$ cat src/rtl/bram_prefetch_reader_pkg.sv
// Shared definitions for the BRAM prefetch reader: fetch/dispatch state encodings
// and the default op word width.
package BramReader_PKG;

  localparam int OP_BITS = 64;

  typedef enum logic {
    F_IDLE = 1'b0,
    F_WAIT = 1'b1
  } fetch_state_t;

  typedef enum logic {
    D_IDLE = 1'b0,
    D_BUSY = 1'b1
  } disp_state_t;

endpackage

$ cat src/rtl/bram_prefetch_reader_fifo.sv
// Prefetch queue storage: circular buffer with power-of-two depth, a level counter
// and a single-cycle flush that empties it.
module prefetch_fifo
  import BramReader_PKG::*;
#(
  parameter int DATA_BITS = OP_BITS,
  parameter int DEPTH     = 4
) (
  input  logic                         clk,
  input  logic                         reset,
  input  logic                         push,
  input  logic                         pop,
  input  logic                         flush,
  input  logic [DATA_BITS-1:0]         push_data,
  output logic [DATA_BITS-1:0]         head_data,
  output logic [$clog2(DEPTH+1)-1:0]   level
);

  localparam int PW = $clog2(DEPTH);
  localparam int LW = $clog2(DEPTH+1);

  logic [DATA_BITS-1:0] r_mem [DEPTH];
  logic [PW-1:0]        r_wrPtr;
  logic [PW-1:0]        r_rdPtr;
  logic [LW-1:0]        r_level;

  always_ff @(posedge clk) begin
    if (push) begin
      r_mem[r_wrPtr] <= push_data;
    end
  end

  // Pointers wrap naturally because DEPTH is a power of two.
  always_ff @(posedge clk) begin
    if (reset || flush) begin
      r_wrPtr <= '0;
      r_rdPtr <= '0;
      r_level <= '0;
    end else begin
      if (push) begin
        r_wrPtr <= r_wrPtr + 1'b1;
      end
      if (pop) begin
        r_rdPtr <= r_rdPtr + 1'b1;
      end
      case ({push, pop})
        2'b10:   r_level <= r_level + 1'b1;
        2'b01:   r_level <= r_level - 1'b1;
        default: r_level <= r_level;
      endcase
    end
  end

  assign head_data = r_mem[r_rdPtr];
  assign level     = r_level;

endmodule

$ cat src/rtl/bram_prefetch_reader.sv
// Prefetches op words from a BRAM FIFO controller into a small queue and hands
// them one at a time to the consumer, with pause and flush control.
module bram_prefetch_reader
  import BramReader_PKG::*;
#(
  parameter int DATA_BITS  = OP_BITS,
  parameter int DEPTH      = 4,
  parameter int LEVEL_BITS = $clog2(DEPTH+1)
) (
  input  logic                  clk,
  input  logic                  reset,
  input  logic                  clk_en,
  input  logic                  is_empty,
  input  logic                  bram_rdy,
  input  logic                  bram_done,
  input  logic [DATA_BITS-1:0]  bram_data,
  output logic                  bram_trigger,
  input  logic                  reader_rdy,
  input  logic                  reader_done,
  output logic                  reader_trigger,
  output logic [DATA_BITS-1:0]  reader_data,
  input  logic                  pause,
  input  logic                  flush,
  output logic [LEVEL_BITS-1:0] level,
  output logic                  idle
);

  localparam int FLW = $clog2(DEPTH+1);
  localparam logic [FLW-1:0] FULL_LEVEL = FLW'(DEPTH);

  fetch_state_t         r_fetchState;
  disp_state_t          r_dispState;
  logic                 r_discard;
  logic [DATA_BITS-1:0] r_readerData;

  logic                 w_active;
  logic                 w_fetch;
  logic                 w_dispatch;
  logic                 w_push;
  logic                 w_flush;
  logic [FLW-1:0]       w_level;
  logic [DATA_BITS-1:0] w_head;

  // A fetch is only launched from F_IDLE, so level plus the one outstanding read stays within DEPTH.
  assign w_active   = clk_en && !reset;
  assign w_fetch    = w_active && (r_fetchState == F_IDLE) && bram_rdy && !is_empty
                      && (w_level < FULL_LEVEL) && !flush;
  assign w_dispatch = w_active && (r_dispState == D_IDLE) && (w_level != '0)
                      && reader_rdy && !pause && !flush;
  assign w_push     = w_active && (r_fetchState == F_WAIT) && bram_done && !r_discard && !flush;
  assign w_flush    = w_active && flush;

  prefetch_fifo #(
    .DATA_BITS (DATA_BITS),
    .DEPTH     (DEPTH)
  ) u_fifo (
    .clk       (clk),
    .reset     (reset),
    .push      (w_push),
    .pop       (w_dispatch),
    .flush     (w_flush),
    .push_data (bram_data),
    .head_data (w_head),
    .level     (w_level)
  );

  // A flush while a read is in flight marks its returning word for discard.
  always_ff @(posedge clk) begin
    if (reset) begin
      r_fetchState <= F_IDLE;
      r_discard    <= 1'b0;
    end else if (clk_en) begin
      case (r_fetchState)
        F_IDLE: begin
          if (w_fetch) begin
            r_fetchState <= F_WAIT;
          end
        end
        F_WAIT: begin
          if (bram_done) begin
            r_fetchState <= F_IDLE;
            r_discard    <= 1'b0;
          end else if (flush) begin
            r_discard <= 1'b1;
          end
        end
        default: r_fetchState <= F_IDLE;
      endcase
    end
  end

  always_ff @(posedge clk) begin
    if (reset) begin
      r_dispState  <= D_IDLE;
      r_readerData <= '0;
    end else if (clk_en) begin
      case (r_dispState)
        D_IDLE: begin
          if (w_dispatch) begin
            r_dispState  <= D_BUSY;
            r_readerData <= w_head;
          end
        end
        D_BUSY: begin
          if (reader_done) begin
            r_dispState <= D_IDLE;
          end
        end
        default: r_dispState <= D_IDLE;
      endcase
    end
  end

  // The head is presented alongside the trigger, then held in r_readerData until reader_done.
  assign bram_trigger   = w_fetch;
  assign reader_trigger = w_dispatch;
  assign reader_data    = w_dispatch ? w_head : r_readerData;
  assign level          = LEVEL_BITS'(w_level);
  assign idle           = (w_level == '0) && (r_fetchState == F_IDLE) && (r_dispState == D_IDLE);

endmodule

$ cat config.mk
export PLATFORM = sky130hd
export DESIGN_NAME = bram_prefetch_reader
export DESIGN_NICKNAME = d
export VERILOG_FILES = /design/src/rtl/bram_prefetch_reader_pkg.sv /design/src/rtl/bram_prefetch_reader_fifo.sv /design/src/rtl/bram_prefetch_reader.sv
export SDC_FILE = /design/constraint.sdc
export NUM_CORES = 1
export LEC_CHECK = 0
export CORE_ASPECT_RATIO = 1.1
export CORE_UTILIZATION = 35
export CTS_CLUSTER_DIAMETER = 30
export DETAILED_ROUTE_END_ITERATION = 8
export PLACE_DENSITY = 0.51
export SETUP_SLACK_MARGIN = 0.1
export SYNTH_ARGS = -nofsm -noshare
export SYNTH_HDL_FRONTEND = slang
export SYNTH_SLANG_ARGS = --single-unit
export TNS_END_PERCENT = 100
$ cat constraint.sdc
create_clock -name clk -period 4.4 [get_ports clk]
set_input_delay 0.88 -clock clk [delete_from_list [all_inputs] [get_ports clk]]
set_output_delay 0.88 -clock clk [all_outputs]
set_load 0.02 [all_outputs]
==> out/results.ini <==
[setup_path]
critPathMaxFanout = 27
critPathKind = in -> out
crit_slowest_cell = clkdlybuf4s50_1
critical-path-top-delay-family = buffers and inverters
arrival_ns = 3.25
crit_path_cell_trace = clkdlybuf4s50_1, or3b_4, buf_4, o31ai_1, nand2_1, clkdlybuf4s50_1
endpoint_kind = output pin
slowest_delay_ns = 0.54
required_ns = 3.52
crit_path_start_kind = input pin
worst-path-buf-inv = 3
critPathMostFrequentCell = clkdlybuf4s50_1

[floorplanning]
row_count = 73
start_util = 0.359
die_w_um = 186
ios = 144
die_area_um2 = 38200
core_area_um2 = 36400
fp.dieH_um = 205

[logic_synthesis]
syn_area_per_cell_um2 = 16.8
synth_seq_cells = 332
synth_ff_type = edfxtp_1
syn_nets = 861
synth.yosys.seq_area_share = 0.704
synth-edff-count = 256
yosysTopAreaCell = edfxtp_1
syn_area_um2 = 13100
synth.most_common_cell = edfxtp_1
synthTopCellsByArea = edfxtp_1 (59%), dfxtp_1 (12%), mux4_2 (11%)
ys_warn_count = 0
yosysUniqueCellTypes = 39
yosysTopAreaCellShare = 0.588
netlist_top_cells_count = edfxtp_1 (256), dfxtp_1 (76), a21oi_1 (70), nand2_1 (69)
synth-async-reset-ratio = 0
synthCells = 781

[placement]
io_buffers = 143
dp_hpwl_mm = 18.1
pre_cts_ws_ns = 0.267
globalplace.congestion = 0.697

[timing]
finalCritPeriodShare = 0.938
skew_ns = 0.0206
fin_crit_ns = 4.13
setup_slack_ns = 0.274
slew_violations = 0
finalSetupViolCount = 0
max_clock_freq_mhz = 242
worst_pin_slew_ns = 0.637
rsz0062_at_grt = no
tns_ns = 0
slew_headroom = 0.575
hold_ws_ns = 0.445
hold_viol_final = 0

[power]
power.density_nw_per_um2 = 475
power.leakage_nw = 5.77
p_int_w = 0.00658
ir_drop_v = 0.000286
clock_power_share = 0.566
combPwrFrac = 0.022
seq_power_share = 0.412
swShare = 0.198
p_switching_w = 0.00163

[global_routing]
grt_max_degree = 67
grt_pass1_vias = 8031
grt_pass1_wl_mm = 48.5
grt_remaining_overflow = 0
grt_usage = 0.168
antenna_found_initial = 3

[cts]
cts_root_buffer = clkbuf_16
cts.sinks = 332
holdBufCountCts = 0
cts_tree = yes
cts_made_buffers = 57
htreeDepth = 2
clk_latency_ns = 0.58
cts_buffer_depth = 3
cts.clk_slew.worst_paths_ns = 0.05
post_cts_buffers = 0
cts_resized = 0

[detailed_routing]
drt_iter0_drc = 513
routed_wl_mm = 31.7
drtAntennaViolNets = 0
drt-wirelength-per-cell_um = 21.4
drcViolationCount = 0
via_per_inst = 5.18
drt-pass1-iter-count = 5
dr_total_vias = 7681

[run]
cap_violations = 0

[worst_hold_path]
worstHoldPathType = reg -> reg

[finish]
area_delta_synth_final_pct = 31.9
nNetsFinal = 1027
multi_input_area_um2 = 3550
regArea_um2 = 9220
nFillCells = 3116
drive_gt1_frac = 0.228

[run_status]
status = finished clean

-- state kept, by name, summed over array words and instances, names as in the netlist, named ones only --
signal          cells
r_fetchState        1
u_fifo.r_rdPtr      2
u_fifo.r_wrPtr      2
r_readerData       64
r_dispState         1
u_fifo.r_mem      256
r_discard           1
u_fifo.level        3
-- layer usage --
layer,vias up,share of wire,track usage
met5,-,0.00082,0
met4,4,0.023,0.0567
met3,53,0.050,0.0353
met2,194,0.50,0.286
met1,3927,0.43,0.213
li1,3503,-,-
-- layout by cell type (no fill, tap or decap), types with 7 or more instances in the layout --
| master | instances |
|---|---|
| edfxtp_1 | 256 |
| clkdlybuf4s50_1 | 142 |
| dfxtp_1 | 74 |
| a21oi_1 | 70 |
| nand2_1 | 69 |
| mux4_2 | 64 |
| nand4_1 | 64 |
| clkbuf_16 | 58 |
| o31ai_1 | 37 |
| buf_4 | 19 |
| o31ai_2 | 16 |
| bufinv_16 | 12 |
| buf_12 | 12 |
| o31ai_4 | 11 |
| inv_1 | 8 |
| clkbuf_1 | 8 |
| clkinv_4 | 7 |
| clkinvlp_4 | 7 |
-- power groups by stage --
stage | Clock, W | Combinational (W) | Sequential (W)
after CTS | 0.00471 | 0.000185 | 0.00338
after global routing | 0.00485 | 0.000195 | 0.00337
final | 0.00465 | 0.000184 | 0.00338
after global placement | 0 | 0.000183 | 0.00344
after floorplan | 0 | 0.0000608 | 0.00344
after detailed placement | 0 | 0.000184 | 0.00344
-- logic make-up after synthesis --
group           count (synthesis)  synth area share
xor+xnor                        2           0.00134
fa+ha+maj                       6           0.00631
compound gates                141            0.0847
flops                         332             0.704
mux                            67             0.112
simple gates                  159            0.0630
buf+inv                        74            0.0282
-- final timing paths --
check | depth (start not counted) | from | slack (ns) | end
min reg2reg | 1 | u_fifo.r_rdPtr[1] | 0.44 | register
max reg2reg | 9 | u_fifo.level[2] | 1.53 | u_fifo.level[2]
min | 1 | u_fifo.r_rdPtr[1] | 0.44 | register
max | 6 | flush | 0.27 | reader_data[10]
-- final cells by class --
type,count,share of cell area
inverters,8,0.00174
clock inverters,40,0.0320
multi-input cells,375,0.206
well taps,487,0.0353
repair buffers,173,0.105
flip-flops and latches,332,0.534
diodes,1,0.000145
clock buffers,67,0.0866
-- through the flow --
| stage | instances | total power [W] | instance area [µm²] | utilization |
|---|---|---|---|---|
| global placement | 1375 | 0.00362 | 15200 | 0.417 |
| finish | 1483 | 0.00821 | 17300 | 0.474 |
| CTS | 1482 | 0.00827 | 17300 | 0.473 |
| global route | 1483 | 0.00842 | 17300 | 0.474 |
| detailed placement | 1375 | 0.00362 | 15200 | 0.417 |
| floorplan | 781 | 0.00350 | 13100 | - |
Power figures use the tool's default switching activity.
